**src/rtl/jtopl_wrseq.sv**
```systemverilog
// jtopl_wrseq: queues (reg,val) requests and issues paced OPL address/data writes, counted in cen ticks.
// Define JTOPL_WRSEQ_SKIPADDR_EN to skip the address write when the register is already selected.
module jtopl_wrseq #(
  parameter int FIFO_AW   = 2,
  parameter int ADDR_WAIT = 12,
  parameter int DATA_WAIT = 84
) (
  input  logic               clk,
  input  logic               rst,
  input  logic               cen,
  input  logic               req_valid,
  output logic               req_ready,
  input  logic [7:0]         req_reg,
  input  logic [7:0]         req_val,
  output logic               wr,
  output logic               addr,
  output logic [7:0]         dout,
  output logic               busy,
  output logic [FIFO_AW:0]   level
);
  localparam int DEPTH = 1 << FIFO_AW;
  typedef enum logic [2:0] {IDLE, ADDR, AWAIT, DATA, DWAIT} state_t;
  state_t st_q, st_d;
  logic [15:0] mem_q [DEPTH];
  logic [FIFO_AW-1:0] wp_q, rp_q;
  logic [FIFO_AW:0] lvl_q, lvl_d;
  logic [7:0] cnt_q, cnt_d, reg_q, reg_d, val_q, val_d, dout_q, dout_d;
  logic wr_q, wr_d, addr_q, addr_d, push, take, skip, done;
  assign req_ready = lvl_q != (FIFO_AW+1)'(DEPTH);
  assign push = req_valid && req_ready;
  assign done = cen && cnt_q <= 8'd1;
  assign take = lvl_q != '0 && (st_q == IDLE || (st_q == DWAIT && done));
  assign lvl_d = lvl_q + (FIFO_AW+1)'(push) - (FIFO_AW+1)'(take);
  assign busy = lvl_q != '0 || st_q != IDLE;
  assign level = lvl_q;
  assign wr = wr_q;
  assign addr = addr_q;
  assign dout = dout_q;
`ifdef JTOPL_WRSEQ_SKIPADDR_EN
  logic [7:0] last_q;
  logic lv_q;
  assign skip = lv_q && mem_q[rp_q][15:8] == last_q;
  always_ff @(posedge clk)
    if (rst) lv_q <= 1'b0;
    else if (st_q == ADDR) begin
      last_q <= reg_q;
      lv_q <= 1'b1;
    end
`else
  assign skip = 1'b0;
`endif
  always_comb begin
    st_d = st_q;
    cnt_d = cnt_q;
    {reg_d, val_d} = take ? mem_q[rp_q] : {reg_q, val_q};
    case (st_q)
      IDLE:  st_d = take ? (skip ? DATA : ADDR) : IDLE;
      ADDR: begin
        st_d = AWAIT;
        cnt_d = 8'(ADDR_WAIT);
      end
      AWAIT: begin
        cnt_d = cen ? cnt_q - 8'd1 : cnt_q;
        st_d = done ? DATA : AWAIT;
      end
      DATA: begin
        st_d = DWAIT;
        cnt_d = 8'(DATA_WAIT);
      end
      DWAIT: begin
        cnt_d = cen ? cnt_q - 8'd1 : cnt_q;
        st_d = !done ? DWAIT : take ? (skip ? DATA : ADDR) : IDLE;
      end
      default: st_d = IDLE;
    endcase
    wr_d = st_d == ADDR || st_d == DATA;
    addr_d = st_d == ADDR ? 1'b0 : st_d == DATA ? 1'b1 : addr_q;
    dout_d = st_d == ADDR ? reg_d : st_d == DATA ? val_d : dout_q;
  end
  always_ff @(posedge clk) if (push) mem_q[wp_q] <= {req_reg, req_val};
  always_ff @(posedge clk)
    if (rst) begin
      st_q <= IDLE;
      wp_q <= '0;
      rp_q <= '0;
      lvl_q <= '0;
      cnt_q <= '0;
      reg_q <= '0;
      val_q <= '0;
      wr_q <= 1'b0;
      addr_q <= 1'b0;
      dout_q <= '0;
    end else begin
      st_q <= st_d;
      wp_q <= wp_q + FIFO_AW'(push);
      rp_q <= rp_q + FIFO_AW'(take);
      lvl_q <= lvl_d;
      cnt_q <= cnt_d;
      reg_q <= reg_d;
      val_q <= val_d;
      wr_q <= wr_d;
      addr_q <= addr_d;
      dout_q <= dout_d;
    end
endmodule
```
**config.mk**
```make
export PLATFORM = sky130hd
export DESIGN_NAME = jtopl_wrseq
export DESIGN_NICKNAME = d
export VERILOG_FILES = /design/src/rtl/jtopl_wrseq.sv
export SDC_FILE = /design/constraint.sdc
export NUM_CORES = 1
export LEC_CHECK = 0
export CAP_MARGIN = 10
export CORE_MARGIN = 8
export CORE_UTILIZATION = 33
export DETAILED_ROUTE_END_ITERATION = 8
export PLACE_DENSITY = 0.48
export SETUP_SLACK_MARGIN = 0.5
export SYNTH_ARGS = -nofsm -noshare
export SYNTH_HDL_FRONTEND = slang
export SYNTH_SLANG_ARGS = --single-unit
```
**constraint.sdc**
```tcl
create_clock -name clk -period 3.8 [get_ports clk]
set_clock_uncertainty 0.15 [all_clocks]
set_input_delay 0.38 -clock clk [delete_from_list [all_inputs] [get_ports clk]]
set_output_delay 0.38 -clock clk [all_outputs]
set_load 0.005 [all_outputs]
```
== Yosys cells after proc, flatten, opt, wreduce, memory -nomap -nowiden ==
Memories as Yosys holds them, arrays and structs flattened. A register that Yosys moved wholly into a read port is not among the register bits.
Cells that the tools add are included.
Widths: inputs -> output; s select.

* Register bits after elaboration: 44
* Bits in latches: 0
* RAM bits: 64
* ROM bits: 0
* Memories kept: 1

{| class="wikitable"
|+ Memory list
! memory !! depth !! bits a word !! rd ports !! clocked after memory_dff !! write ports !! line !! RTL
|-
| mem_q || 4 || 16 || 1 || 1 || 1 || 24 || <nowiki>logic [15:0] mem_q [DEPTH];</nowiki>
|}

* Add/subtract/negate cells: 5
* Multiply operators: 0
* Div/mod/pow operators: 0
* $lt $le $gt $ge: 1
* Equality and inequality tests: 8
* Shifts and indexed selects: 0
* Mux-type cells: 12
* Bitwise operators: 0
* Reductions and logical operators: 15

{| class="wikitable"
|+ Operator list
! cell !! count
|-
| $mux 8 || 3
|-
| $pmux 8 s3 || 1
|-
| $mux 16 || 1
|-
| $pmux 3 s5 || 1
|-
| $eq 3x2->1 const B || 3
|-
| $reduce_bool 3->1 || 3
|-
| $le 8x1->1 const B || 1
|-
| $sub 8x1->8 const B || 1
|-
| $eq 3x1->1 const B || 2
|-
| $add 2x1->2 || 2
|-
| $logic_and 1x1->1 || 4
|-
| $mux 1 || 4
|-
| $reduce_or 2->1 || 2
|-
| $add 3x1->3 || 1
|-
| $eq 3x3->1 const B || 1
|-
| $logic_not 3->1 || 1
|-
| $logic_or 1x1->1 || 3
|-
| $mux 3 || 1
|-
| $ne 3x3->1 const B || 1
|-
| $sub 3x1->3 || 1
|-
| $mux 2 || 1
|-
| $ne 2x1->1 const B || 1
|-
| $reduce_and 2->1 || 1
|-
| $reduce_bool 2->1 || 1
|}

== Depth between registers and ports, before layout ==
Gate-level depths: netlist of the first run.

* Depth in word-level cells: 11
* Mapped depth: 13
* Mapped depth without buffers: 12

== Worst setup path after synthesis of the first run ==
No wires, ideal clock.

* Kind: register to register
* Start: register cnt_q[0]
* End: register lvl_q[2] (netlist: level[2])
* Setup time: 0.124 ns
* Arrival: 2.421 ns
* Setup slack: 1.104 ns
* Stages on the path, launching flop included: 14
* Clock period less this slack: 2.696 ns
* Path through: dfxtp_1 > inv_1 > ha_1 > o2111ai_1 > a21o_2 > inv_2 > buf_4 > ha_1 > inv_1 > ha_1 > fa_1 > xnor2_1 > xnor2_1 > nor2_1

* Word-level cells in the longest chain between the ends: 6

{| class="wikitable"
|+ RTL lines
! what !! line !! RTL
|-
| start: declaration || 27 || <nowiki>logic [7:0] cnt_q, cnt_d, reg_q, reg_d, val_q, val_d, dout_q, dout_d;</nowiki>
|-
| start signal: assignment || 98 || <nowiki>cnt_q <= cnt_d;</nowiki>
|-
| $le 8x1->1 || 31 || <nowiki>assign done = cen && cnt_q <= 8'd1;</nowiki>
|-
| $logic_and 1x1->1 || 31 ||
|-
| $logic_and 1x1->1 || 32 || <nowiki>assign take = lvl_q != '0 && (st_q == IDLE || (st_q == DWAIT && done));</nowiki>
|-
| $logic_or 1x1->1 || 32 ||
|-
| $logic_and 1x1->1 || 32 ||
|-
| $sub 3x1->3 || 33 || <nowiki>assign lvl_d = lvl_q + (FIFO_AW+1)'(push) - (FIFO_AW+1)'(take);</nowiki>
|-
| end signal: assignment || 97 || <nowiki>lvl_q <= lvl_d;</nowiki>
|-
| end: declaration || 26 || <nowiki>logic [FIFO_AW:0] lvl_q, lvl_d;</nowiki>
|}

No other way between the ends.
A chain may end at the register's enable or synchronous reset.

== Worst setup path in the final report of the first run ==
Ends and elaborated chain as after synthesis.

==> qor.yml, run 1 <==
outcome:
  status: "finished, final reports clean"
logic_synthesis:
  ys_seq_elements: 100
  yosys_warnings: 0
  yosysMostFrequentCell: "edfxtp_1"
  yosysTopAreaCellShare: 0.4757
  netlist_area_mm2: 0.004040
  synth-edff-count: 64
  ys_top_cells_by_count: "edfxtp_1, nand2_1, dfxtp_1"
  ys_types: 47
  synth.net_count: 314
  synthCells: 287
  async_flop_share: 0
  synth.area.top_cells: "edfxtp_1, dfxtp_1, mux4_2"
  postSynthAreaPerCell_um2: 14.08
  yosysTopAreaCell: "edfxtp_1"
  synth_ff_type: "edfxtp_1"
  synth.yosys.seq_area_share: 0.6541
critical_path:
  critPathRequiredTime_ns: 3.89
  worst-endpoint-arrival_ns: 3.08
  reg2reg_depth: 12
  r2r_end: "level[2]"
  startpoint_type: "register"
  critPathKind: "reg -> reg"
  rrSetupSlack_ns: 0.81
  endpoint_kind: "register"
  reg2reg_from: "cnt_q[0]"
  worstPathMaxFanout: 17
cells_and_area:
  diodes: 0
  drive_above_1_share: 0.1621
  fin_util: 0.4023
  nets: 349
  area_growth_pct: 19.11
power_and_ir_drop:
  ir_drop_v: 0.0002627
  leakagePower_nw: 1.611
  clkPwrFrac: 0.244
  finalPower_mw: 3.577
  power.density_mw_per_mm2: 743.3
  p_sw_mw: 1.183
  combPwrFrac: 0.325
  p_int_mw: 2.394
  p_sw_frac: 0.3307
  p_seq_frac: 0.431
drt:
  highest_layer: "met4"
  drc_errors: 0
  vias: 2333
  wl_met3_um: 333
  firstDrtPassIters: 4
  routed_via_density: 4.922
  wl_mm: 7.791
  drt-met1-wl_mm: 3.514
  ant_nets: 0
  wl_met2_mm: 3.817
  routedWlPerCell_um: 16.44
  drt-initial-drc-count: 132
floorplan:
  die_w_um: 126.6
  die_h_um: 126.6
  ios: 35
  core_area_mm2: 0.01196
  num_rows: 40
  initial_core_util: 0.3378
  die-area_mm2: 0.01604
grt:
  antenna_found_initial: 0
  grt_util_all_layers: 0.1039
  grt_pass1_wl_mm: 12.92
  grt_overflow_total: 0
  grt_start_max_net_pins: 30
  grt_pass1_vias: 2461
clock_tree:
  clkLatencyLatePin_ns: 0.34
  cts_resized: 0
  hold_buffers: 0
  cts_sinks: 100
  post_cts_buffers: 0
  cts_tree: "built"
  numCtsBuffers: 9
  clock_path_buffers: 2
  cts_max_level: 3
  path_clk_slew_ns: 0.07
  root_buffer: "clkbuf_16"
placed_design:
  portBuffers: 34
  finalWeightedCongestion: 0.7502
  place_hpwl_mm: 5.248
  place_ws_ns: 0.5322
timing:
  final-hold-violation-count: 0
  rsz0062_at_grt: "no"
  final.min_clock_period_ns: 2.994
  fin_tns_setup_ns: 0
  setup_viol: 0
  fin_crit_sh: 0.7879
  drv_slew: 0
  setup_slack_ns: 0.8060
  slew_headroom: 0.4112
  fmax_ghz: 0.3340
  tightest_slew_ns: 0.8832
worst_hold_path:
  hold_start: "val_q[4]"
  holdPathEnd: "val_q[4]"
  hold_path_class: "reg -> reg"
  worstHoldPathCells: 2
job:
  cap_violations: 0
state kept, by name, summed over array words and instances (netlist names):
name and count:
mem_q 64, cnt_q 8, dout 8, val_q 8
level 3, st_q 3, rp_q 2, wp_q 2
addr 1, wr 1
worst max-delay path, stage by stage (launching register included):
cell	delay, ns
dfxtp_1	0.36
inv_1	0.09
ha_1	0.24
o2111ai_1	0.26
a21o_2	0.33
inv_2	0.19
ha_1	0.32
inv_1	0.04
ha_1	0.18
fa_1	0.38
xnor2_1	0.17
xnor2_1	0.13
nor2_1	0.05
cell families after synthesis:
| family | after synthesis | synth area share |
|---|---|---|
| DFF | 100 | 0.6541 |
| xor gates and xnor gates | 8 | 0.01734 |
| adders and majority gates | 7 | 0.02354 |
| and+or+nand+nor | 83 | 0.09911 |
| muxes | 18 | 0.09446 |
| buffers and inverters | 29 | 0.03716 |
| AOI/OAI and AO/OA | 42 | 0.07432 |
per-layer routing:
metal,vias up,GRT usage
li1,1122,-
met3,10,0.03645
met1,1155,0.1211
met4,0,0.03963
met2,46,0.1723
met5,-,0
layout by cell type, fill, tap and decap left out, types with 2 or more instances in the layout:
master / count
a211oi_1: 2
a21oi_1: 14
a221oi_1: 2
a221oi_2: 3
a31oi_1: 4
and3_1: 2
buf_4: 5
clkbuf_16: 9
clkdlybuf4s50_1: 34
dfxtp_1: 36
edfxtp_1: 64
ha_1: 6
inv_1: 12
inv_6: 2
inv_8: 2
mux4_2: 16
nand2_1: 41
nand2b_1: 3
nor2_1: 13
nor2b_1: 6
nor3_1: 5
nor3_2: 2
nor3b_2: 2
o2111ai_1: 2
o21ai_0: 5
o31ai_1: 2
xnor2_1: 8
cell type report:
type                       count  area [µm²]
inverter                      13       48.80
timing repair buffer          40       392.9
multi-input combinational    158        1262
fill                        1112        7149
tap                          147       183.9
sequential                   100        2643
clock buffer                   9       225.2
clock inverter                 7       56.30
worst max path at each step:
| stage | startpoint | endpoint | slack (ns) | depth (start not counted) |
|---|---|---|---|---|
| final | cnt_q[0] | level[2] | 0.81 | 12 |
| after global placement | cen | level[2] | 0.57 | 12 |
| after CTS | cnt_q[0] | level[2] | 0.72 | 12 |
| after detailed placement | cen | level[2] | 0.53 | 12 |
| after global routing | cnt_q[0] | level[2] | 0.54 | 12 |
| after floorplan | cnt_q[0] | level[2] | 1.10 | 13 |
power by group through the flow:
stage          registers (mW)  logic [mW]  clock network (mW)
2_1_floorplan            1.48       0.932                   0
3_3_place_gp             1.57        1.18                   0
3_5_place_dp             1.57        1.18                   0
4_1_cts                  1.55        1.19               0.899
5_1_grt                  1.58        1.32               0.940
6_report                 1.54        1.16               0.874
metrics by stage:
stage / hold slack [ns] / instances / instance area [µm²]
finish: 0.2998 / 474 / 4812
global route: 0.3270 / 474 / 4812
CTS: 0.3040 / 473 / 4797
detailed placement: 0.2951 / 457 / 4516
global placement: 0.2943 / 457 / 4516
floorplan: 0.2815 / 287 / 4040
Note: power is estimated with default switching activity, not from simulation.
==> run 2, diff against run 1 <==
PLACE_DENSITY = 0.5   (was 0.48)
clock period = 2.7 ns   (was 3.8 ns; I/O delays follow)
==> run 2 against run 1 <==
  * Sequential power is 38% higher
  * Non-clock buffer count is 10 higher
  * Die area stayed put
  * Critical path type unchanged
  * Global-route usage is 0.099 points higher
  * Count of clock-buffer cells in the layout stayed put
  * Via count hardly changed
  * Fmax is 27% higher
==> qor.yml, run 2 (same netlist as run 1, synthesis figures left out) <==
outcome:
  status: "finished, final reports clean"
drt:
  wl_mm: 7.865  # +0.95%
  wl_met3_um: 266  # -20%
  drt-met1-wl_mm: 3.713  # +5.7%
  routed_via_density: 4.822  # -2.0%
  routedWlPerCell_um: 16.25  # -1.1%
  drt-initial-drc-count: 136  # +3.0%
  drc_errors: 0  # unchanged
  highest_layer: "met4"
  wl_met2_mm: 3.802  # -0.39%
  vias: 2334  # +0.043%
  firstDrtPassIters: 4  # unchanged
  ant_nets: 0  # unchanged
cells_and_area:
  stdcell_area_mm2: 0.004994  # +3.8%
  final_cell_mix: "edfxtp_1, nand2_1, dfxtp_1, clkdlybuf4s50_1"
  fin_util: 0.4175  # +0.01517
  drive_above_1_share: 0.2315  # +0.06937
  ff_latch_area_mm2: 0.002649  # +0.24%
  final_common_cell: "edfxtp_1"
  fill_cells: 1113  # +0.090%
  area_growth_pct: 23.60
  diodes: 0  # unchanged
  nets: 359  # +2.9%
  multi_input_comb_area_mm2: 0.001359  # +7.6%
  top_register: "mem_q"
  largest_reg_flops: 64  # unchanged
timing:
  setup_viol: 0  # unchanged
  final.min_clock_period_ns: 2.363  # -0.6314 ns
  fin_crit_sh: 0.8751  # +0.08715
  final-hold-violation-count: 0  # unchanged
  drv_slew: 0  # unchanged
  tightest_slew_ns: 0.5210  # -0.3622 ns
  fin_tns_setup_ns: 0  # unchanged
  rsz0062_at_grt: "yes"
  fmax_ghz: 0.4233  # +27%
  slew_headroom: 0.6522  # +0.2410
placed_design:
  placed_cell_area_mm2: 0.004617  # +2.2%
  finalWeightedCongestion: 0.8018  # +6.9%
  portBuffers: 34  # unchanged
  place_hpwl_mm: 5.285  # +0.72%
power_and_ir_drop:
  leakagePower_nw: 1.676  # +4.1%
  ir_drop_v: 0.0004239  # +61%
  power.density_mw_per_mm2: 1059  # +42%
worst_hold_path:
  worstHoldPathCells: 2  # unchanged
  holdPathEnd: "val_q[2]"
  hold_path_class: "reg -> reg"
  hold_start: "val_q[2]"
clock_tree:
  root_buffer: "clkbuf_16"
  cts_sinks: 100  # unchanged
  path_clk_slew_ns: 0.07  # about the same
  cts_max_level: 3  # unchanged
  clock_path_buffers: 2  # unchanged
  clkLatencyLatePin_ns: 0.34  # about the same
  numCtsBuffers: 9  # unchanged
  cts_tree: "built"
grt:
  grt_pass1_wl_mm: 13.05  # +0.96%
  antenna_found_initial: 0  # unchanged
  grt_overflow_total: 0  # unchanged
  grt_util_all_layers: 0.1049  # +0.0009931
  grt_start_max_net_pins: 36  # +20%
  grt_pass1_vias: 2520  # +2.4%
floorplan:
  die_w_um: 126.6  # unchanged
  ios: 35  # unchanged
  num_rows: 40  # unchanged
  core_area_mm2: 0.01196  # unchanged
  initial_core_util: 0.3378  # unchanged
  die-area_mm2: 0.01604  # unchanged
  die_h_um: 126.6  # unchanged
critical_path:
  rrSetupSlack_ns: 0.34  # -0.47 ns
  path_cells: "inv_4, ha_4, o2111ai_4, a21o_2, inv_4, ha_4, inv_2, ha_4, fa_2, xnor2_2, xnor2_1, nor2_1"
  reg2reg_depth: 12  # unchanged
  cpMostUsedCell: "ha_4"
  worstPathMaxFanout: 5  # -12
  r2r_end: "level[2]"
  endpoint_kind: "register"
  crit_slowest_cell: "dfxtp_4"
  critPathKind: "reg -> reg"
  reg2reg_from: "cnt_q[0]"
  worst-endpoint-arrival_ns: 2.43  # -0.65 ns
  critPathRequiredTime_ns: 2.77  # -1.12 ns
  startpoint_type: "register"
  critPathMaxStageDelay_ns: 0.39  # about the same
job:
  cap_violations: 0  # unchanged
[run 2: final cells by class]
| cell class | instances | area share |
|---|---|---|
| inverter | 13 | 0.01077 |
| clock inverter | 7 | 0.01203 |
| sequential | 100 | 0.5304 |
| tap | 147 | 0.03683 |
| multi-input combinational | 158 | 0.2721 |
| clock buffer | 9 | 0.04510 |
| timing repair buffer | 50 | 0.09271 |
[run 2: report_power, final]
group / internal (mW) / total [mW] / switching (mW)
clock network: 0.641 / 1.21 / 0.571
logic: 0.973 / 1.95 / 0.975
registers: 1.94 / 2.13 / 0.191
[run 2: timing repair]
action	4_1_cts	5_1_grt
buffers inserted	3	2
cloned	0	0
hold buffers	0	0
endpoints found under the hold margin	0	0
resized for setup	6	5
pin swaps	7	1
setup endpoints to repair	2	3
[run 2: how the worst max path moves through the flow]
stage	startpoint	to	slack (ns)	cells after the start
after floorplan	cnt_q[0]	level[2]	0.20	13
after global placement	cen	level[2]	0.04	12
after detailed placement	cen	level[2]	0.02	12
after CTS	cnt_q[0]	level[2]	0.33	12
after global routing	cnt_q[0]	level[2]	0.22	12
final	cnt_q[0]	level[2]	0.34	12
[run 2: per-stage QoR]
step	worst slack (ns)	hold WS [ns]	instances	total power, mW
after floorplan	0.1954	0.2189	287	3.482
after global placement	0.03963	0.2908	463	4.013
after detailed placement	0.02250	0.2966	463	4.030
after CTS	0.3279	0.3046	482	5.315
after global routing	0.2170	0.3345	484	5.662
final	0.3373	0.3028	484	5.287
[run 2: critical path: cells and delay by family (launching register included)]
family,cells,cell delay [ns]
xor gates and xnor gates,2,0.27
adders and majority gates,4,0.90
AOI/OAI and AO/OA,2,0.36
buffers and inverters,3,0.13
DFF,1,0.39
and+or+nand+nor,1,0.05
[run 2: per-layer routing]
| layer | vias to the layer above | global-route usage |
|---|---|---|
| li1 | 1137 | - |
| met1 | 1156 | 0.1248 |
| met2 | 35 | 0.1758 |
| met3 | 6 | 0.03687 |
| met4 | 0 | 0.02902 |
| met5 | - | 0 |
==> run 3, diff against run 2 <==
CORE_UTILIZATION = 39   (was 33)
PLACE_DENSITY = 0.58   (was 0.5)
==> run 3 against run 2 <==
  * Fmax fell by 0.18%
  * Sequential power barely moved
  * Non-clock buffer count is the same
  * Critical endpoint unchanged
  * Critical path type unchanged
  * Final area shrank 2.2%
  * Wire length is 4.5% lower
  * Combinational power fell by 3%
==> qor.yml, run 3 (same netlist as run 1, synthesis figures left out) <==
drt:
  firstDrtPassIters: 4  # unchanged
  drt-initial-drc-count: 81  # -40%
  drc_errors: 0  # unchanged
  wl_mm: 7.514  # -4.5%
  vias: 2352  # +0.77%
  routedWlPerCell_um: 15.89  # -2.2%
  routed_via_density: 4.973  # +3.1%
  ant_nets: 0  # unchanged
critical_path:
  worstPathMaxFanout: 3  # -2
  rrSetupSlack_ns: 0.33  # about the same
  path_buf_inv: 3  # unchanged
  endpoint_kind: "register"
  worst-path-stages: 12  # unchanged
  path_cells: "inv_4, ha_4, o2111ai_4, a21o_2, inv_4, ha_4, inv_2, ha_4, fa_2, xnor2_2, xnor2_1, nor2_1"
  worst-endpoint-arrival_ns: 2.46  # +0.03 ns
  cpMostUsedCell: "ha_4"
  critPathRequiredTime_ns: 2.79  # +0.02 ns
  critPathMaxStageDelay_ns: 0.39  # about the same
  crit_slowest_cell: "dfxtp_4"
  reg2reg_depth: 12  # unchanged
  startpoint_type: "register"
  critPathKind: "reg -> reg"
  crit_family: "adder cells"
power_and_ir_drop:
  leakagePower_nw: 1.635  # -2.5%
  ir_drop_v: 0.0004239  # about the same
  power.density_mw_per_mm2: 1007  # -4.9%
timing:
  setup_viol: 0  # unchanged
  setup_slack_ns: 0.3332  # -0.004185 ns
  fin_crit_sh: 0.8766  # +0.001550
  slew_headroom: 0.6400  # -0.01220
  fin_tns_setup_ns: 0  # unchanged
  fmax_ghz: 0.4225  # -0.18%
  tightest_slew_ns: 0.5393  # +0.01827 ns
  final.min_clock_period_ns: 2.367  # +0.004185 ns
  drv_slew: 0  # unchanged
  rsz0062_at_grt: "yes"
  final-hold-violation-count: 0  # unchanged
cells_and_area:
  diodes: 0  # unchanged
  area_growth_pct: 20.94
  drive_above_1_share: 0.2315  # unchanged
  instances_no_fill: 473  # -2.3%
  fill_cells: 932  # -16%
  top_register: "mem_q"
  final_cell_mix: "edfxtp_1, nand2_1, clkdlybuf4s50_1"
  final_common_cell: "edfxtp_1"
  largest_reg_flops: 64  # unchanged
  nets: 359  # unchanged
placed_design:
  place_ws_ns: 0.05055  # +0.02805 ns
  portBuffers: 34  # unchanged
  dp_cells: 452  # -2.4%
  finalWeightedCongestion: 0.7872  # -1.8%
  place_hpwl_mm: 5.036  # -4.7%
clock_tree:
  cts_sinks: 100  # unchanged
  cts_tree: "built"
  numCtsBuffers: 9  # unchanged
  path_clk_slew_ns: 0.09  # +0.02 ns
  cts_max_level: 3  # unchanged
  root_buffer: "clkbuf_8"
  clock_path_buffers: 2  # unchanged
  clkLatencyLatePin_ns: 0.36  # +0.02 ns
grt:
  grt_overflow_total: 0  # unchanged
  antenna_found_initial: 0  # unchanged
  grt_start_max_net_pins: 36  # unchanged
  grt_pass1_wl_mm: 12.51  # -4.1%
  grt_pass1_vias: 2541  # +0.83%
  grt_util_all_layers: 0.1149  # +0.01001
worst_hold_path:
  hold_path_class: "reg -> reg"
  worstHoldPathCells: 2  # unchanged
floorplan:
  core_area_mm2: 0.01018  # -15%
  initial_core_util: 0.3967  # +0.05892
  die_w_um: 117.8  # -7.0%
  die-area_mm2: 0.01387  # -14%
  num_rows: 37  # -7.5%
  die_h_um: 117.8  # -7.0%
  ios: 35  # unchanged
outcome:
  status: "finished, final reports clean"
job:
  cap_violations: 0  # unchanged
## run 3: cell count changes in the layout (fill, tap and decap cells not counted), moves of 2 or more
cell | before | now
clkbuf_16 | 9 | 0
clkinvlp_4 | 3 | 0
clkbuf_8 | 0 | 11
inv_8 | 3 | 0
dfxtp_1 | 33 | 31
inv_6 | 0 | 3
## run 3: layout make-up
cell class	count	area, µm²	share of cell area
clock inverter	4	30.03	0.006146
multi-input combinational	158	1351	0.2766
inverter	13	53.80	0.01101
clock buffer	12	155.1	0.03175
sequential	100	2654	0.5432
tap	136	170.2	0.03483
timing repair buffer	50	471.7	0.09654
## run 3: path summary, 6_finish.rpt
| check | from | to |
|---|---|---|
| worst max-delay path | cnt_q[0] | level[2] |
| worst min-delay path | val_q[3] | val_q[3] |
| worst max register to register | cnt_q[0] | level[2] |
| worst min register to register | val_q[3] | val_q[3] |
## run 3: layer usage
metal / part of all wire / GRT usage
met3: 0.037 / 0.03453
met1: 0.44 / 0.1312
met2: 0.51 / 0.1976
met4: 0.012 / 0.04564
met5: 0 / 0
## run 3: worst reg2reg max path: cells and delay by family, from the launching register on
kind / cells / cell delay (ns)
xor gates and xnor gates: 2 / 0.27
and+or+nand+nor: 1 / 0.05
AOI/OAI and AO/OA: 2 / 0.37
DFF: 1 / 0.39
adders and majority gates: 4 / 0.91
buffers and inverters: 3 / 0.12
## run 3: report_power, final
| part | internal, mW | switching (mW) | total [mW] |
|---|---|---|---|
| sequential | 1.94 | 0.201 | 2.14 |
| clock | 0.393 | 0.495 | 0.888 |
| combinational | 0.944 | 0.951 | 1.89 |
## run 3: repair_timing
item,CTS,global route
pin swaps,7,0
hold buffers,0,0
setup endpoints to repair,3,2
resized for setup,10,2
buffers inserted,3,2
## run 3: per-stage QoR
step                      power, mW  cell area (µm²)  hold WS [ns]  utilization
after floorplan               3.482             4110        0.2189            -
after global placement        4.001             4616        0.2933       0.4532
after detailed placement      4.026             4616        0.2964       0.4532
after CTS                     4.983             4867        0.3087       0.4779
after global routing          5.281             4886        0.3326       0.4797
final                         4.922             4886        0.3060       0.4797
